<file path="src/rtl/dual_input_deserializer_if.sv">
// Handshake bundle between the upstream serial producer/word consumer and the deserializer.
interface dual_input_deserializer_if #(
    parameter int WIDTH = 8
);
    localparam int CNT_W = $clog2(WIDTH + 1);

    logic             bit_in;
    logic             bit_valid;
    logic             bit_src;
    logic [WIDTH-1:0] word_out;
    logic             word_src;
    logic             word_valid;
    logic             word_ready;
    logic [CNT_W-1:0] bit_count;
    logic             src_err;
    logic             overflow;

    modport master (
        output bit_in, bit_valid, bit_src, word_ready,
        input  word_out, word_src, word_valid, bit_count, src_err, overflow
    );

    modport slave (
        input  bit_in, bit_valid, bit_src, word_ready,
        output word_out, word_src, word_valid, bit_count, src_err, overflow
    );
endinterface

</file>
<file path="src/rtl/dual_input_deserializer.sv">
// Packs the serial Q stream of the dual-input flip-flop into source-tagged words
// on a valid/ready handshake; a source change mid-word aborts and restarts the word.
module dual_input_deserializer #(
    parameter int WIDTH     = 8,
    parameter bit MSB_FIRST = 1'b1
) (
    input  logic                     clk,
    input  logic                     reset,
    dual_input_deserializer_if.slave io
);
    localparam int               CNT_W   = $clog2(WIDTH + 1);
    localparam logic [CNT_W-1:0] TOP_IDX = CNT_W'(WIDTH - 1);
    localparam logic [CNT_W-1:0] CNT_ONE = CNT_W'(1);
    localparam logic [WIDTH-1:0] ONE_W   = {{(WIDTH-1){1'b0}}, 1'b1};

    typedef enum logic [1:0] {
        IDLE  = 2'd0,
        SHIFT = 2'd1,
        FULL  = 2'd2
    } state_t;

    state_t           state_r, state_s;
    logic [WIDTH-1:0] word_r, word_s;
    logic             src_r, src_s;
    logic             valid_r, valid_s;
    logic [CNT_W-1:0] count_r, count_s;
    logic             src_err_r, src_err_s;
    logic             overflow_r, overflow_s;

    // k is the arrival index of the bit; positions not yet written stay 0
    function automatic logic [WIDTH-1:0] place_bit(
        input logic [WIDTH-1:0] base,
        input logic [CNT_W-1:0] k,
        input logic             b
    );
        logic [CNT_W-1:0] shamt_s;
        logic [WIDTH-1:0] mask_s;
        if (MSB_FIRST) begin
            shamt_s = TOP_IDX - k;
        end else begin
            shamt_s = k;
        end
        mask_s = ONE_W << shamt_s;
        return b ? (base | mask_s) : base;
    endfunction

    // Output and state registers
    always_ff @(posedge clk) begin
        if (reset) begin
            state_r    <= IDLE;
            word_r     <= {WIDTH{1'b0}};
            src_r      <= 1'b0;
            valid_r    <= 1'b0;
            count_r    <= {CNT_W{1'b0}};
            src_err_r  <= 1'b0;
            overflow_r <= 1'b0;
        end else begin
            state_r    <= state_s;
            word_r     <= word_s;
            src_r      <= src_s;
            valid_r    <= valid_s;
            count_r    <= count_s;
            src_err_r  <= src_err_s;
            overflow_r <= overflow_s;
        end
    end

    // Next-state and next-output decode
    always_comb begin
        state_s    = state_r;
        word_s     = word_r;
        src_s      = src_r;
        valid_s    = valid_r;
        count_s    = count_r;
        src_err_s  = 1'b0;
        overflow_s = 1'b0;

        case (state_r)
            IDLE: begin
                if (io.bit_valid) begin
                    word_s  = place_bit({WIDTH{1'b0}}, {CNT_W{1'b0}}, io.bit_in);
                    src_s   = io.bit_src;
                    count_s = CNT_ONE;
                    state_s = SHIFT;
                end else begin
                    state_s = IDLE;
                end
            end
            SHIFT: begin
                if (!io.bit_valid) begin
                    state_s = SHIFT;
                end else if (io.bit_src == src_r) begin
                    word_s  = place_bit(word_r, count_r, io.bit_in);
                    count_s = count_r + CNT_ONE;
                    if (count_r == TOP_IDX) begin
                        valid_s = 1'b1;
                        state_s = FULL;
                    end else begin
                        state_s = SHIFT;
                    end
                end else begin
                    // Offending bit is kept as the first bit of a fresh word
                    src_err_s = 1'b1;
                    word_s    = place_bit({WIDTH{1'b0}}, {CNT_W{1'b0}}, io.bit_in);
                    src_s     = io.bit_src;
                    count_s   = CNT_ONE;
                    state_s   = SHIFT;
                end
            end
            FULL: begin
                if (io.word_ready) begin
                    valid_s = 1'b0;
                    if (io.bit_valid) begin
                        word_s  = place_bit({WIDTH{1'b0}}, {CNT_W{1'b0}}, io.bit_in);
                        src_s   = io.bit_src;
                        count_s = CNT_ONE;
                        state_s = SHIFT;
                    end else begin
                        word_s  = {WIDTH{1'b0}};
                        count_s = {CNT_W{1'b0}};
                        state_s = IDLE;
                    end
                end else if (io.bit_valid) begin
                    overflow_s = 1'b1;
                end else begin
                    state_s = FULL;
                end
            end
            default: begin
                state_s = IDLE;
                word_s  = {WIDTH{1'b0}};
                src_s   = 1'b0;
                valid_s = 1'b0;
                count_s = {CNT_W{1'b0}};
            end
        endcase
    end

    assign io.word_out   = word_r;
    assign io.word_src   = src_r;
    assign io.word_valid = valid_r;
    assign io.bit_count  = count_r;
    assign io.src_err    = src_err_r;
    assign io.overflow   = overflow_r;
endmodule

</file>
<file path="src/flat_wrapper.sv">
// flat-port wrapper written by rule: the top's interface ports become plain ports
module dual_input_deserializer_flat 
#(
    parameter int WIDTH     = 8,
    parameter bit MSB_FIRST = 1'b1
)
  (clk, reset, io_bit_in, io_bit_valid, io_bit_src, io_word_ready, io_word_out, io_word_src, io_word_valid, io_bit_count, io_src_err, io_overflow);
  dual_input_deserializer_if #(.WIDTH(WIDTH)) io_i ();
  input  logic clk;
  input  logic reset;
  input wire logic [$bits(io_i.bit_in)-1:0] io_bit_in;
  input wire logic [$bits(io_i.bit_valid)-1:0] io_bit_valid;
  input wire logic [$bits(io_i.bit_src)-1:0] io_bit_src;
  input wire logic [$bits(io_i.word_ready)-1:0] io_word_ready;
  output wire logic [$bits(io_i.word_out)-1:0] io_word_out;
  output wire logic [$bits(io_i.word_src)-1:0] io_word_src;
  output wire logic [$bits(io_i.word_valid)-1:0] io_word_valid;
  output wire logic [$bits(io_i.bit_count)-1:0] io_bit_count;
  output wire logic [$bits(io_i.src_err)-1:0] io_src_err;
  output wire logic [$bits(io_i.overflow)-1:0] io_overflow;
  assign io_i.bit_in = io_bit_in;
  assign io_i.bit_valid = io_bit_valid;
  assign io_i.bit_src = io_bit_src;
  assign io_i.word_ready = io_word_ready;
  assign io_word_out = io_i.word_out;
  assign io_word_src = io_i.word_src;
  assign io_word_valid = io_i.word_valid;
  assign io_bit_count = io_i.bit_count;
  assign io_src_err = io_i.src_err;
  assign io_overflow = io_i.overflow;
  dual_input_deserializer #(.WIDTH(WIDTH), .MSB_FIRST(MSB_FIRST)) u_core (.clk(clk), .reset(reset), .io(io_i));
endmodule
</file>
<file path="config.mk">
export PLATFORM = sky130hd
export DESIGN_NAME = dual_input_deserializer_flat
export DESIGN_NICKNAME = d
export VERILOG_FILES = /design/src/rtl/dual_input_deserializer_if.sv /design/src/rtl/dual_input_deserializer.sv /design/src/flat_wrapper.sv
export SDC_FILE = /design/constraint.sdc
export NUM_CORES = 1
export LEC_CHECK = 0
export BUFFER_PORTS_ARGS = -buffer_cell sky130_fd_sc_hd__buf_2
export CAP_MARGIN = 20
export CORE_MARGIN = 10
export CORE_UTILIZATION = 50
export DETAILED_ROUTE_END_ITERATION = 12
export GPL_TIMING_DRIVEN = 0
export PLACE_DENSITY = 0.87
export RECOVER_POWER = 100
export SYNTH_ARGS = -nofsm -noshare
export SYNTH_HDL_FRONTEND = slang
export SYNTH_SLANG_ARGS = --single-unit
</file>
<file path="constraint.sdc">
create_clock -name clk -period 1.6 [get_ports clk]
set_clock_uncertainty 0.1 [all_clocks]
set_input_delay 0.32 -clock clk [delete_from_list [all_inputs] [get_ports clk]]
set_output_delay 0.32 -clock clk [all_outputs]
set_load 0.01 [all_outputs]
</file>
==> flow_summary.toml, run 1 <==
[synthesis]
synth.most_common_cell = "dfxtp_1"
synth-edff-count = 0
seq_area_frac_synth = 0.413
synth_top_area_cell = "dfxtp_1"
yosys_register_bits = 18
synthFlopType = "dfxtp_1"
yosys_warnings = 0
synth_cell_types = 33
synth_nets = 111
synthCells = 99
netlist_area_um2 = 873
ys_top_cells_by_count = "18 x dfxtp_1, 14 x nor2_1, 7 x inv_1"
synthTopCellsByArea = "dfxtp_1 41%, ha_1 8.6%, nor2_1 6.0%, a41oi_1 5.0%, a21oi_1 3.4%"
yosysTopAreaCellShare = 0.413
syn_avg_cell_area_um2 = 8.82
synthArstFlopShare = 0

[finish]
nets = 138
multi_input_area_um2 = 483
antenna_cells = 0
register_area_um2 = 360
drive_gt1_frac = 0.264
final_area_um2 = 1060
num-fill-cells = 139
syn_to_final_growth_pct = 20.9

[global_routing]
grt_overflow = 0
grt_pass1_wl_um = 3540
antenna_found_initial = 0
grtUsageTotal = 0.123
grt_pass1_vias = 810
grt_max_degree = 11

[min_path]
hold_class = "input pin to flop"
hold_end = "u_core.io.bit_count[1]$_SDFFE_PP0P_"
min-delay-start = "reset"
hold_depth = 2

[floorplanning]
start_util = 0.517
die_h_um = 61.8
core_um2 = 1690
die-area_um2 = 3820
die_x_um = 61.8
pin_count = 22
row_count = 15

[power_and_ir_drop]
p_comb_frac = 0.128
p_seq_frac = 0.543
switching_share = 0.262
p_leak_nw = 0.463
power_density_nw_per_um2 = 818
p_switching_w = 0.000226
clkPwrFrac = 0.328
peakVddDrop_mv = 0.422
power.internal_w = 0.000638

[clock_network]
cts_tree = "yes"
h-tree-depth = 1
clk_pin_slew_ps = 100
clk_path_buf_depth = 2
cts_root_buf = "clkbuf_4"
clkSinkCount = 18
cts_buffers = 3
cts_hold_buf = 0
worstSkewPairLatency_ps = 300

[timing]
setup_violations = 0
tightest_slew_ps = 390
hold-worst-slack_ps = 171
slew_headroom = 0.740
tns_ps = 0
max_freq_mhz = 668
grt_setup_unrepaired = "no"
slew_violations = 0
finalHoldViolations = 0
fin_crit_ps = 1500
fin_crit_sh = 0.935

[critical_path]
r2r-start = "u_core.state_r[1]$_SDFFE_PP0P_"
critPathMaxFanout = 10
crit_arrival_ps = 1580
startpoint_type = "flop"
reg2reg_to = "u_core.io.word_out[0]$_SDFFE_PP0P_"
cp.required_ps = 1690
timing_worst_setup_path_type = "flop to flop"
reg2reg_slack_ps = 100
reg2regPathDepth = 5
cp-end-kind = "flop"

[place]
dp_hpwl_um = 1640
placed_area_um2 = 1000
io_buffers = 21
place_congestion = 0.884

[flow_run]
max-cap-violations = 0

[drt]
drc_errors = 0
routed-wl-met2_um = 1190
wl_per_cell_um = 16.2
vias = 849
drt_iter0_markers = 37
top_layer = "met4"
drt-total-wl_um = 2300
met3_length_um = 156
ant_nets = 0
m1WireLength_um = 900
drt_first_pass_iters = 4
routed_via_density = 5.98

[run_status]
outcome = "finished clean"
-- power groups by stage --
stage | registers, W | logic [W] | clock network, W
after floorplan | 0.000480 | 0.0000629 | 0
after global placement | 0.000477 | 0.0000992 | 0
after detailed placement | 0.000478 | 0.000103 | 0
after CTS | 0.000468 | 0.000104 | 0.000287
after global routing | 0.000471 | 0.000121 | 0.000305
final | 0.000469 | 0.000111 | 0.000284
-- per-layer routing --
layer,global-route usage,up-vias
li1,-,408
met1,0.140,394
met2,0.206,40
met3,0.0163,7
met4,0.0860,0
met5,0,-
-- worst max-delay path: stages, from the launching register on --
cell,delay [ps]
dfxtp_1,420
clkbuf_2,230
nand2b_1,150
nor2_1,80
o21ai_2,310
nor2_1,90
-- worst max-delay path by stage --
stage                                    startpoint                                  to  slack, ps  cells after the start
floorplan           u_core.io.word_src$_SDFFE_PP0P_  u_core.io.word_out[1]$_SDFFE_PP0P_        230                      4
global placement                         io_bit_src  u_core.io.word_out[6]$_SDFFE_PP0P_         40                      5
detailed placement                       io_bit_src  u_core.io.word_out[2]$_SDFFE_PP0P_        -10                      5
CTS                  u_core.state_r[1]$_SDFFE_PP0P_  u_core.io.word_out[5]$_SDFFE_PP0P_          9                      5
global route        u_core.io.word_src$_SDFFE_PP0P_  u_core.io.word_out[5]$_SDFFE_PP0P_          1                      5
finish               u_core.state_r[1]$_SDFFE_PP0P_  u_core.io.word_out[0]$_SDFFE_PP0P_        100                      5
-- metrics by stage --
step | total power (W) | setup slack (ps) | instances | utilization
2_1_floorplan | 0.000543 | 233 | 99 | -
3_3_place_gp | 0.000576 | 41.5 | 137 | 0.592
3_5_place_dp | 0.000582 | -13.4 | 137 | 0.592
4_1_cts | 0.000859 | 9.36 | 141 | 0.613
5_1_grt | 0.000897 | 1.18 | 142 | 0.625
6_report | 0.000864 | 103 | 142 | 0.625
-- cell type report --
type | count | share of cell area
buffer | 3 | 0.0130
inverter | 8 | 0.0284
clock buffer | 4 | 0.0344
tap | 17 | 0.0201
multi-input combinational | 70 | 0.457
timing repair buffer | 22 | 0.105
sequential | 18 | 0.341
-- registers in the layout, summed over array words and instances, names as in the netlist --
signal and cells:
u_core.io.word_out 8, u_core.io.bit_count 4, u_core.state_r 2, u_core.io.overflow 1, u_core.io.src_err 1, u_core.io.word_src 1
u_core.io.word_valid 1
-- cells in the final DEF, fill, tap and decap left out --
cell type  count
nand2_1        4
clkinv_1       1
o211ai_1       2
inv_1          7
nor3b_2        2
nand3_1        5
a21o_1         1
nor2_1        14
o21ai_2        1
or3b_1         1
clkbuf_4       3
clkbuf_2       1
a211oi_4       1
xnor2_2        1
dfxtp_1       18
xor2_1         1
a31oi_1        3
clkbuf_8       1
o32ai_1        1
nor3_1         2
nor2b_1        1
a311oi_1       1
a41oi_1        5
mux2i_1        1
ha_1           6
clkbuf_1       2
o31ai_1        1
a31o_2         1
buf_4          1
nand2b_1       1
a221oi_1       1
nand4_1        1
and3_1         1
a21oi_1        6
buf_2         21
o21ai_0        5
-- timing repair --
action                     in CTS  in global routing
setup endpoints to repair       0                  8
buffers inserted                0                  1
gates resized for setup         0                  4
-- kinds of logic (layout without fill, tap and decap cells) --
group,after synthesis,after routing,synth area share
AO/OA/AOI/OAI,29,29,0.242
multiplexers,1,1,0.0115
XOR/XNOR,2,2,0.0201
buffers and inverters,11,37,0.0487
flip-flops,18,18,0.413
AND/OR/NAND/NOR,32,32,0.179
adder cells (fa/ha/maj),6,6,0.0860
(Power assumes the default switching activity.)
==> run 2, diff against run 1 <==
--- a/config.mk
+++ b/config.mk
@@ -8,10 +8,10 @@
 export BUFFER_PORTS_ARGS = -buffer_cell sky130_fd_sc_hd__buf_2
 export CAP_MARGIN = 20
 export CORE_MARGIN = 10
-export CORE_UTILIZATION = 50
+export CORE_UTILIZATION = 45
 export DETAILED_ROUTE_END_ITERATION = 12
 export GPL_TIMING_DRIVEN = 0
-export PLACE_DENSITY = 0.87
+export PLACE_DENSITY = 0.83
 export RECOVER_POWER = 100
 export SYNTH_ARGS = -nofsm -noshare
 export SYNTH_HDL_FRONTEND = slang
==> constraint.sdc (replaced) <==
create_clock -name clk -period 1.27 [get_ports clk]
set_clock_uncertainty 0.1 [all_clocks]
set_input_delay 0.254 -clock clk [delete_from_list [all_inputs] [get_ports clk]]
set_output_delay 0.254 -clock clk [all_outputs]
set_load 0.01 [all_outputs]
==> run 2 against run 1 <==
  * The flow now finishes with violations (setup timing)
  * Hold slack worse by 48 ps
  * Total power is 35% higher
  * Via count up 16%
  * Flip-flop and latch count is the same
  * Largest cell class unchanged
  * Largest power group unchanged
  * Highest routed layer unchanged
==> flow_summary.toml, run 2 (synthesis gave the netlist of run 1 again) <==
[drt]
drt_iter0_markers = 49
drc_errors = 0
drt_first_pass_iters = 5
routed_via_density = 6.02
vias = 982
ant_nets = 0
wl_per_cell_um = 19.2
drt-total-wl_um = 3120

[critical_path]
r2r-start = "u_core.io.bit_count[2]$_SDFFE_PP0P_"
crit_arrival_ps = 1510
startpoint_type = "flop"
reg2reg_to = "u_core.io.bit_count[2]$_SDFFE_PP0P_"
cp.required_ps = 1370
critPathMaxFanout = 7
cp-end-kind = "flop"
reg2regPathDepth = 5
reg2reg_slack_ps = -140
timing_worst_setup_path_type = "flop to flop"

[min_path]
hold_class = "input pin to flop"
hold_end = "u_core.io.bit_count[3]$_SDFFE_PP0P_"
hold_depth = 2
min-delay-start = "reset"

[flow_run]
max-cap-violations = 0

[clock_network]
worstSkewPairLatency_ps = 290
h-tree-depth = 1
cts_hold_buf = 0
cts_tree = "yes"
cts_buffers = 3
clkSinkCount = 18
clk_pin_slew_ps = 110
cts_root_buf = "clkbuf_4"
clk_path_buf_depth = 2

[place]
dp_hpwl_um = 1540
io_buffers = 21
dp_slack_ps = -200
place_congestion = 0.872

[timing]
fin_crit_sh = 1.11
max_freq_mhz = 709
slew_headroom = 0.713
finalHoldViolations = 0
hold-worst-slack_ps = 122
tightest_slew_ps = 430
setup_violations = 14
fin_crit_ps = 1410
slew_violations = 0
layout_setup_ws_ps = -141
grt_setup_unrepaired = "yes"

[power_and_ir_drop]
p_leak_nw = 0.553
power_density_nw_per_um2 = 850
peakVddDrop_mv = 0.803

[floorplanning]
row_count = 15
die_h_um = 64.1
die_x_um = 64.1
start_util = 0.490
die-area_um2 = 4100
pin_count = 22
core_um2 = 1780

[global_routing]
grt_pass1_vias = 913
grt_overflow = 0
grt_pass1_wl_um = 4530
antenna_found_initial = 0
grtUsageTotal = 0.135
grt_max_degree = 11

[finish]
layout.cells.most_common = "buf_2"
antenna_cells = 0
syn_to_final_growth_pct = 57.3
nets = 151
mostFrequentLayoutCells = "17 x buf_2, 11 x buf_4, 11 x dfxtp_1"
largest_register_ffs = 8
drive_gt1_frac = 0.522

[run_status]
outcome = "complete, but fails checks"
violations = "setup timing"
==> run 2: cell types whose count changed in the layout (fill, tap and decap cells not counted), sizes merged <==
cell | before | now
buf | 22 | 33
clkinvlp | 0 | 1
clkinv | 1 | 0
clkbuf | 7 | 9
==> run 2: worst max path at each step <==
stage                                         from                                  end
2_1_floorplan       u_core.state_r[1]$_SDFFE_PP0P_   u_core.io.word_out[0]$_SDFFE_PP0P_
3_3_place_gp        u_core.state_r[1]$_SDFFE_PP0P_   u_core.io.word_out[2]$_SDFFE_PP0P_
3_5_place_dp        u_core.state_r[1]$_SDFFE_PP0P_   u_core.io.word_out[3]$_SDFFE_PP0P_
5_1_grt        u_core.io.bit_count[2]$_SDFFE_PP0P_       u_core.state_r[1]$_SDFFE_PP0P_
4_1_cts            u_core.io.word_src$_SDFFE_PP0P_   u_core.io.word_out[3]$_SDFFE_PP0P_
6_report       u_core.io.bit_count[2]$_SDFFE_PP0P_  u_core.io.bit_count[2]$_SDFFE_PP0P_
==> run 2: worst max-delay path, cell delays in order, from the launching register on <==
cell     delay (ps)
dfxtp_2         450
inv_2           110
ha_1            310
nor2_1          150
nand3_1         120
o31ai_1          80
==> run 2: layer usage <==
metal / global-route usage / vias up / share of wire
met5: 0 / - / 0
met4: 0.0738 / 0 / 0.023
met3: 0.0296 / 15 / 0.056
met2: 0.235 / 46 / 0.52
met1: 0.149 / 483 / 0.40
li1: - / 438 / -
==> run 2: repair_timing <==
action | CTS | global route
endpoints found under the setup margin | 14 | 18
resized for setup | 33 | 13
buffers inserted | 10 | 5
pin swaps | 10 | 11
==> run 2: power breakdown <==
part | internal (W) | leakage, nW | total [W] | switching [W]
clock network | 0.000175 | 0.0210 | 0.000358 | 0.000184
logic | 0.0000937 | 0.382 | 0.000220 | 0.000126
registers | 0.000573 | 0.150 | 0.000590 | 0.0000170
total | 0.000841 | 0.553 | 0.00117 | 0.000326
==> run 2: area by class of cell <==
| class | count | area, um^2 |
|---|---|---|
| buffer | 3 | 28.8 |
| multi-input combinational | 70 | 632 |
| clock buffer | 4 | 36.3 |
| timing repair buffer | 35 | 233 |
| inverter | 8 | 33.8 |
| sequential | 18 | 379 |
| tap | 25 | 31.3 |
| fill | 99 | 409 |
==> run 2: per-stage QoR <==
| step | util | cell area, um^2 | TNS, ps | instances | power (W) |
|---|---|---|---|---|---|
| after floorplan | - | 892 | 0 | 99 | 0.000689 |
| after global placement | 0.577 | 1030 | -1650 | 145 | 0.000732 |
| after detailed placement | 0.577 | 1030 | -1740 | 145 | 0.000736 |
| after CTS | 0.714 | 1270 | -344 | 158 | 0.00114 |
| after global routing | 0.771 | 1370 | -1860 | 163 | 0.00121 |
| final | 0.771 | 1370 | -1190 | 163 | 0.00117 |
